<file path="src/rtl/serial_subtractor.sv">
// Word-framed bit-serial subtractor: A - B - bin on LSB-first streams, with
// serial difference/borrow outputs and a parallel result word on done.
module serial_subtractor #(
    parameter int unsigned WIDTH = 8
) (
    input  logic             clk,
    input  logic             reset,
    input  logic             start,
    input  logic             a,
    input  logic             b,
    input  logic             bin,
    output logic             d,
    output logic             bout,
    output logic             busy,
    output logic             done,
    output logic [WIDTH-1:0] diff_word,
    output logic             borrow_word,
    output logic             overrun
);

    localparam int unsigned CW = (WIDTH > 2) ? $clog2(WIDTH) : 1;

    typedef enum logic [1:0] {
        IDLE = 2'd0,
        RUN  = 2'd1,
        DONE = 2'd2
    } state_t;

    state_t           state;
    state_t           state_nxt;
    logic [CW-1:0]    cnt;
    logic [CW-1:0]    cnt_nxt;
    logic [WIDTH-1:0] shreg;
    logic [WIDTH-1:0] shreg_nxt;
    logic [WIDTH-1:0] diff_nxt;
    logic             d_nxt;
    logic             bout_nxt;
    logic             busy_nxt;
    logic             done_nxt;
    logic             borrow_nxt;
    logic             overrun_nxt;

    logic take_bit;
    logic first_bit;
    logic last_bit;
    logic br;
    logic bit_d;
    logic bit_br;

    // Full-subtractor cell; bit 0 borrows from bin, later bits from bout
    always_comb begin
        first_bit = (state != RUN);
        take_bit  = (state == RUN) || start;
        last_bit  = (state == RUN) && (cnt == CW'(WIDTH - 1));
        br        = first_bit ? bin : bout;
        bit_d     = a ^ b ^ br;
        bit_br    = (~a & b) | (~(a ^ b) & br);
    end

    always_ff @(posedge clk or posedge reset) begin
        if (reset) begin
            state <= IDLE;
        end else begin
            state <= state_nxt;
        end
    end

    always_comb begin
        state_nxt = state;
        case (state)
            IDLE:    state_nxt = start ? RUN : IDLE;
            RUN:     state_nxt = last_bit ? DONE : RUN;
            DONE:    state_nxt = start ? RUN : IDLE;
            default: state_nxt = IDLE;
        endcase
    end

    // A start seen in RUN is plain data for framing purposes; only overrun notes it
    always_comb begin
        d_nxt       = d;
        bout_nxt    = bout;
        shreg_nxt   = shreg;
        cnt_nxt     = cnt;
        diff_nxt    = diff_word;
        borrow_nxt  = borrow_word;
        overrun_nxt = overrun | ((state == RUN) & start);
        busy_nxt    = (state_nxt == RUN);
        done_nxt    = (state_nxt == DONE);
        if (take_bit) begin
            d_nxt     = bit_d;
            bout_nxt  = bit_br;
            shreg_nxt = {bit_d, shreg[WIDTH-1:1]};
            cnt_nxt   = first_bit ? CW'(1) : cnt + CW'(1);
        end
        if (last_bit) begin
            diff_nxt   = {bit_d, shreg[WIDTH-1:1]};
            borrow_nxt = bit_br;
            cnt_nxt    = '0;
        end
    end

    always_ff @(posedge clk or posedge reset) begin
        if (reset) begin
            cnt         <= '0;
            shreg       <= '0;
            d           <= 1'b0;
            bout        <= 1'b0;
            busy        <= 1'b0;
            done        <= 1'b0;
            diff_word   <= '0;
            borrow_word <= 1'b0;
            overrun     <= 1'b0;
        end else begin
            cnt         <= cnt_nxt;
            shreg       <= shreg_nxt;
            d           <= d_nxt;
            bout        <= bout_nxt;
            busy        <= busy_nxt;
            done        <= done_nxt;
            diff_word   <= diff_nxt;
            borrow_word <= borrow_nxt;
            overrun     <= overrun_nxt;
        end
    end

endmodule
</file>
<file path="config.mk">
export PLATFORM = sky130hd
export DESIGN_NAME = serial_subtractor
export DESIGN_NICKNAME = d
export VERILOG_FILES = /design/src/rtl/serial_subtractor.sv
export SDC_FILE = /design/constraint.sdc
export NUM_CORES = 1
export LEC_CHECK = 0
export ABC_AREA = 1
export CAP_MARGIN = 25
export CORE_ASPECT_RATIO = 0.7
export CORE_MARGIN = 2
export CORE_UTILIZATION = 50
export CTS_BUF_LIST = sky130_fd_sc_hd__clkbuf_4
export CTS_CLUSTER_DIAMETER = 60
export CTS_CLUSTER_SIZE = 8
export DETAILED_ROUTE_END_ITERATION = 6
export PLACE_DENSITY_LB_ADDON = 0.08
export SYNTH_ARGS = -nofsm -noshare
export SYNTH_HDL_FRONTEND = slang
export SYNTH_SLANG_ARGS = --single-unit
</file>
<file path="constraint.sdc">
create_clock -name clk -period 1.71 [get_ports clk]
set_clock_uncertainty 0.15 [all_clocks]
set_input_delay 0.342 -clock clk [delete_from_list [all_inputs] [get_ports clk]]
set_output_delay 0.342 -clock clk [all_outputs]
set_load 0.05 [all_outputs]
</file>
Yosys cells after proc, flatten, opt, wreduce, memory -nomap -nowiden

Index checks and enable logic that the tools add are counted.

Flip-flop bits (word level): 27
Bits in latches: 0
Memory bits (writable): 0
ROM bits: 0
Input port bits: 6
Output and inout port bits: 14
Word-level logic and storage cells: 38
Memories: 0

Add/sub/neg operators: 1
$mul: 0
Div/mod/pow operators: 0
Magnitude comparators: 0
Eq/ne operators: 6
Shift-type cells: 0
Multiplexer cells: 7
Bitwise gates (word level): 9
Reduce and logical (&&, ||, !) cells: 5

Operators by type and width:

| operator                                                                 | number |
|---|---|
| 3-bit two-way mux                                                        | 3 |
| 2-bit by 1-bit equality test with 1-bit output (second input constant)   | 2 |
| 2-bit equality test (second input constant)                              | 2 |
| 2-bit case mux with 2 select lines                                       | 1 |
| 3-bit by 1-bit adder with 3-bit output (second input constant)           | 1 |
| 1-bit bitwise AND                                                        | 3 |
| 3-bit equality test (second input constant)                              | 1 |
| 2-bit logical NOT                                                        | 1 |
| 1-bit two-way mux                                                        | 2 |
| 2-bit two-way mux                                                        | 1 |
| 2-bit by 1-bit inequality test with 1-bit output (second input constant) | 1 |
| 1-bit NOT                                                                | 2 |
| 1-bit OR                                                                 | 2 |
| 2-bit nonzero test                                                       | 1 |
| 2-bit OR reduction                                                       | 1 |
| 1-bit XOR                                                                | 2 |
| 1-bit logical AND                                                        | 1 |
| 1-bit logical OR                                                         | 1 |

Logic depth before layout (Yosys ltp)

Word-level depth: 5
Gate-level depth with buffers: 8

Worst setup path before layout

No wires, ideal clock.

Kind: flip-flop to flip-flop
Start: reg bout
End: reg diff_word[7]
Library setup time: 74 ps
Data arrival time: 1,476 ps
Data required time: 1,486 ps
Setup slack: 10 ps
Cell stages (with the launch flop): 5
Period minus slack after synthesis: 1,700 ps
Path through: dfrtp_1 > o21ai_0 > fa_1 > inv_1 > o21ai_2

Longest elaborated chain between the ends: 2

Ends and longest elaborated chain:

| item                     | line | text |
|---|---|---|
| start: declaration       | 13   | `output logic bout,` |
| start signal: assignment | 117  | `bout <= bout_nxt;` |
| 1-bit two-way mux        | 55   | `br = first_bit ? bin : bout;` |
| 1-bit XOR                | 56   | `bit_d = a ^ b ^ br;` |
| via bit_d                | 47   | `logic bit_d;` |
| end signal: assignment   | 120  | `diff_word <= diff_nxt;` |
| end: declaration         | 16   | `output logic [WIDTH-1:0] diff_word,` |

The timed path passes the listed nets, and every way through them passes these cells.
A chain may end at the register's enable or synchronous reset.

Worst setup path in the final report

Start: reg state[1]
End: reg diff_word[7]

Longest elaborated chain between the ends: 3
Elaborated cells between the ends (all ways): 5
Those cells by class: eq/ne: 2; mux: 1; bitwise: 1; reduce/logical: 1

Ends and longest elaborated chain:

| item                                             | line | text |
|---|---|---|
| start: declaration                               | 29   | `state_t state;` |
| start signal: assignment                         | 64   | `state <= state_nxt;` |
| 2-bit by 1-bit inequality test with 1-bit output | 52   | `first_bit = (state != RUN);` |
| 1-bit two-way mux                                | 55   |  |
| 1-bit XOR                                        | 56   |  |
| via bit_d                                        | 47   |  |

The timed path passes the listed nets, and every way through them passes these cells.

==> flow_metrics.py <==
metrics = {
    "pwr": {
        "peakVddDrop_mv": 0.960,
        "p_leak_nw": 0.786,
        "power.density_nw_per_um2": 2050,
        "power_mw": 3.07,
    },
    "sta": {
        "setup_viol": 0,
        "rsz0062_at_grt": "false",
        "holdWs_ps": 193,
        "drv_slew": 0,
        "worst_slack_ps": 117,
        "fin_tns_setup_ps": 0,
        "min_period_over_period_pct": 93.1,
        "max_freq_ghz": 0.628,
        "hold_viol_final": 0,
        "tightestPinTransition_ps": 311,
        "min_period_ps": 1590,
        "relSlewSlack_pct": 79.3,
    },
    "drt": {
        "final_antenna_net_count": 0,
        "firstDrtPassIters": 4,
        "num_vias": 806,
        "wirelength_um": 1930,
        "drtIter0Drc": 26,
        "route.detailed.drc": 0,
        "wire_per_inst_um": 11.8,
        "viasPerCell": 4.94,
    },
    "synthesis": {
        "yosys.area.top_type": "dfrtp_1",
        "syn_avg_cell_area_sq_um": 9.60,
        "synth-seq-area-share_pct": 57.7,
        "ys_warn_count": 0,
        "synth.net_count": 122,
        "yosysTopAreaCellShare_pct": 57.7,
        "ys_ff_latch": 25,
        "ys_types": 15,
        "synth_cells": 113,
        "yosys-top-cells-area": "dfrtp_1 (58%), nand2_1 (11%), o21ai_2 (7.3%), inv_1 (6.6%), nand3_1 (6.5%)",
        "synthesis.area_sq_um": 1080,
    },
    "die": {
        "rows": 14,
        "io_pins": 20,
        "core_area_sq_um": 2100,
        "die_h_um": 43.0,
        "initial_utilization_pct": 51.6,
        "die_w_um": 59.7,
        "die-area_sq_um": 2560,
    },
    "placed_design": {
        "place_inst": 159,
        "place_ws_ps": -169,
        "place_area_sq_um": 1470,
        "port_buffers": 19,
        "globalplace.congestion": 0.724,
        "dpl.hpwl_um": 1370,
    },
    "worst_hold_path": {
        "hp-class": "input pin to async pin",
    },
    "clock_network": {
        "clockBufferDepth": 2,
        "cts_max_level": 1,
        "cts_setup_buffers": 0,
        "cts_made_buffers": 3,
        "cts_tree": "built",
        "path_clk_slew_ps": 140,
        "cts-root-buf": "clkbuf_4",
        "insertion_delay_ps": 330,
        "clock_sinks": 25,
        "cts.hold.buffers_added": 0,
        "cts.repair.resized": 0,
    },
    "setup_path": {
        "crit_fanout": 3,
        "startpoint_type": "flip-flop",
        "worstSetupPathType": "flip-flop to flip-flop",
        "cp_data_arrival_time_ps": 1670,
        "endpoint_kind": "flip-flop",
        "rr_worst_depth": 6,
        "required_ps": 1790,
    },
    "final_layout": {
        "final_cell_mix": "nand2_1 (32), dfrtp_1 (25), inv_1 (19), nand3_1 (14), buf_12 (14)",
        "register_area_sq_um": 626,
        "multi_input_area_sq_um": 359,
        "nFillCells": 162,
        "fin_cells": 163,
        "final_core_util_pct": 71.2,
        "drive_gt1_share_pct": 26.6,
        "design_area_sq_um": 1500,
        "final_nets": 149,
        "syn_to_final_growth_pct": 37.9,
        "mostFrequentLayoutCell": "nand2_1",
        "diodes": 0,
    },
    "global_routing": {
        "antenna_found_initial": 0,
        "first_global_vias": 756,
        "grt_max_degree": 26,
        "track_usage_pct": 17.8,
        "grt_overflow": 0,
        "grt_pass1_wl_um": 3260,
    },
    "status": {
        "status": "complete, no violations",
    },
    "flow_run": {
        "drv_cap": 0,
    },
}
routing by layer:
metal / routed length (um) / up-vias / GRT usage (%)
li1: - / 403 / -
met1: 887 / 380 / 19.9
met2: 910 / 18 / 29.3
met3: 82 / 5 / 5.49
met4: 50 / 0 / 10.7
met5: 0 / - / 0
critical path: stages (launching register included):
cell	delay, ps
dfrtp_1	400
inv_1	80
nand2_2	70
o21ai_0	200
fa_1	460
inv_1	80
o21ai_2	50
synth_stat cells:
cell / number
fa_1: 1
inv_1: 19
o21bai_2: 1
buf_4: 1
buf_6: 1
o21ai_0: 1
nand2_2: 2
nand2_1: 32
ha_1: 2
dfrtp_1: 25
nor2_1: 1
o21ai_2: 9
buf_2: 2
nand3_1: 14
o22ai_1: 2
cells by family after synthesis:
group / share of synthesized area, %
simple gates: 19.0
flops: 57.7
buf+inv: 9.23
compound gates: 9.92
fa+ha+maj: 4.15
report_power, final:
part | leakage, nW | total (mW) | switching [mW] | internal (mW)
Combinational | 0.464 | 1.71 | 0.939 | 0.772
Sequential | 0.304 | 1.09 | 0.247 | 0.845
Clock | 0.0177 | 0.265 | 0.177 | 0.0878
Total | 0.786 | 3.07 | 1.36 | 1.70
path summary, 6_finish.rpt:
check                                      from                       end  slack (ps)
max in group asynchronous                 reset      shreg[6]$_DFFE_PP0P_         970
min in group clk           shreg[6]$_DFFE_PP0P_      shreg[5]$_DFFE_PP0P_         360
max                          state[1]$_DFF_PP0_  diff_word[7]$_DFFE_PP0P_         120
max reg2reg                  state[1]$_DFF_PP0_  diff_word[7]$_DFFE_PP0P_         120
min                                       reset  diff_word[0]$_DFFE_PP0P_         190
min reg2reg                shreg[6]$_DFFE_PP0P_      shreg[5]$_DFFE_PP0P_         360
sequential cells by signal (all words and copies together) (netlist names):
name	flops
borrow_word	1
bout	1
busy	1
cnt	3
d	1
diff_word	8
done	1
overrun	1
shreg	6
state	2
cell type report:
cell class,count,area share [%]
Clock buffer,3,1.51
Multi-Input combinational cell,65,24.0
Inverter,19,4.77
Sequential cell,25,41.8
Clock inverter,1,0.334
Timing Repair Buffer,26,25.6
Tap cell,24,2.01
(Power assumes the default switching activity.)
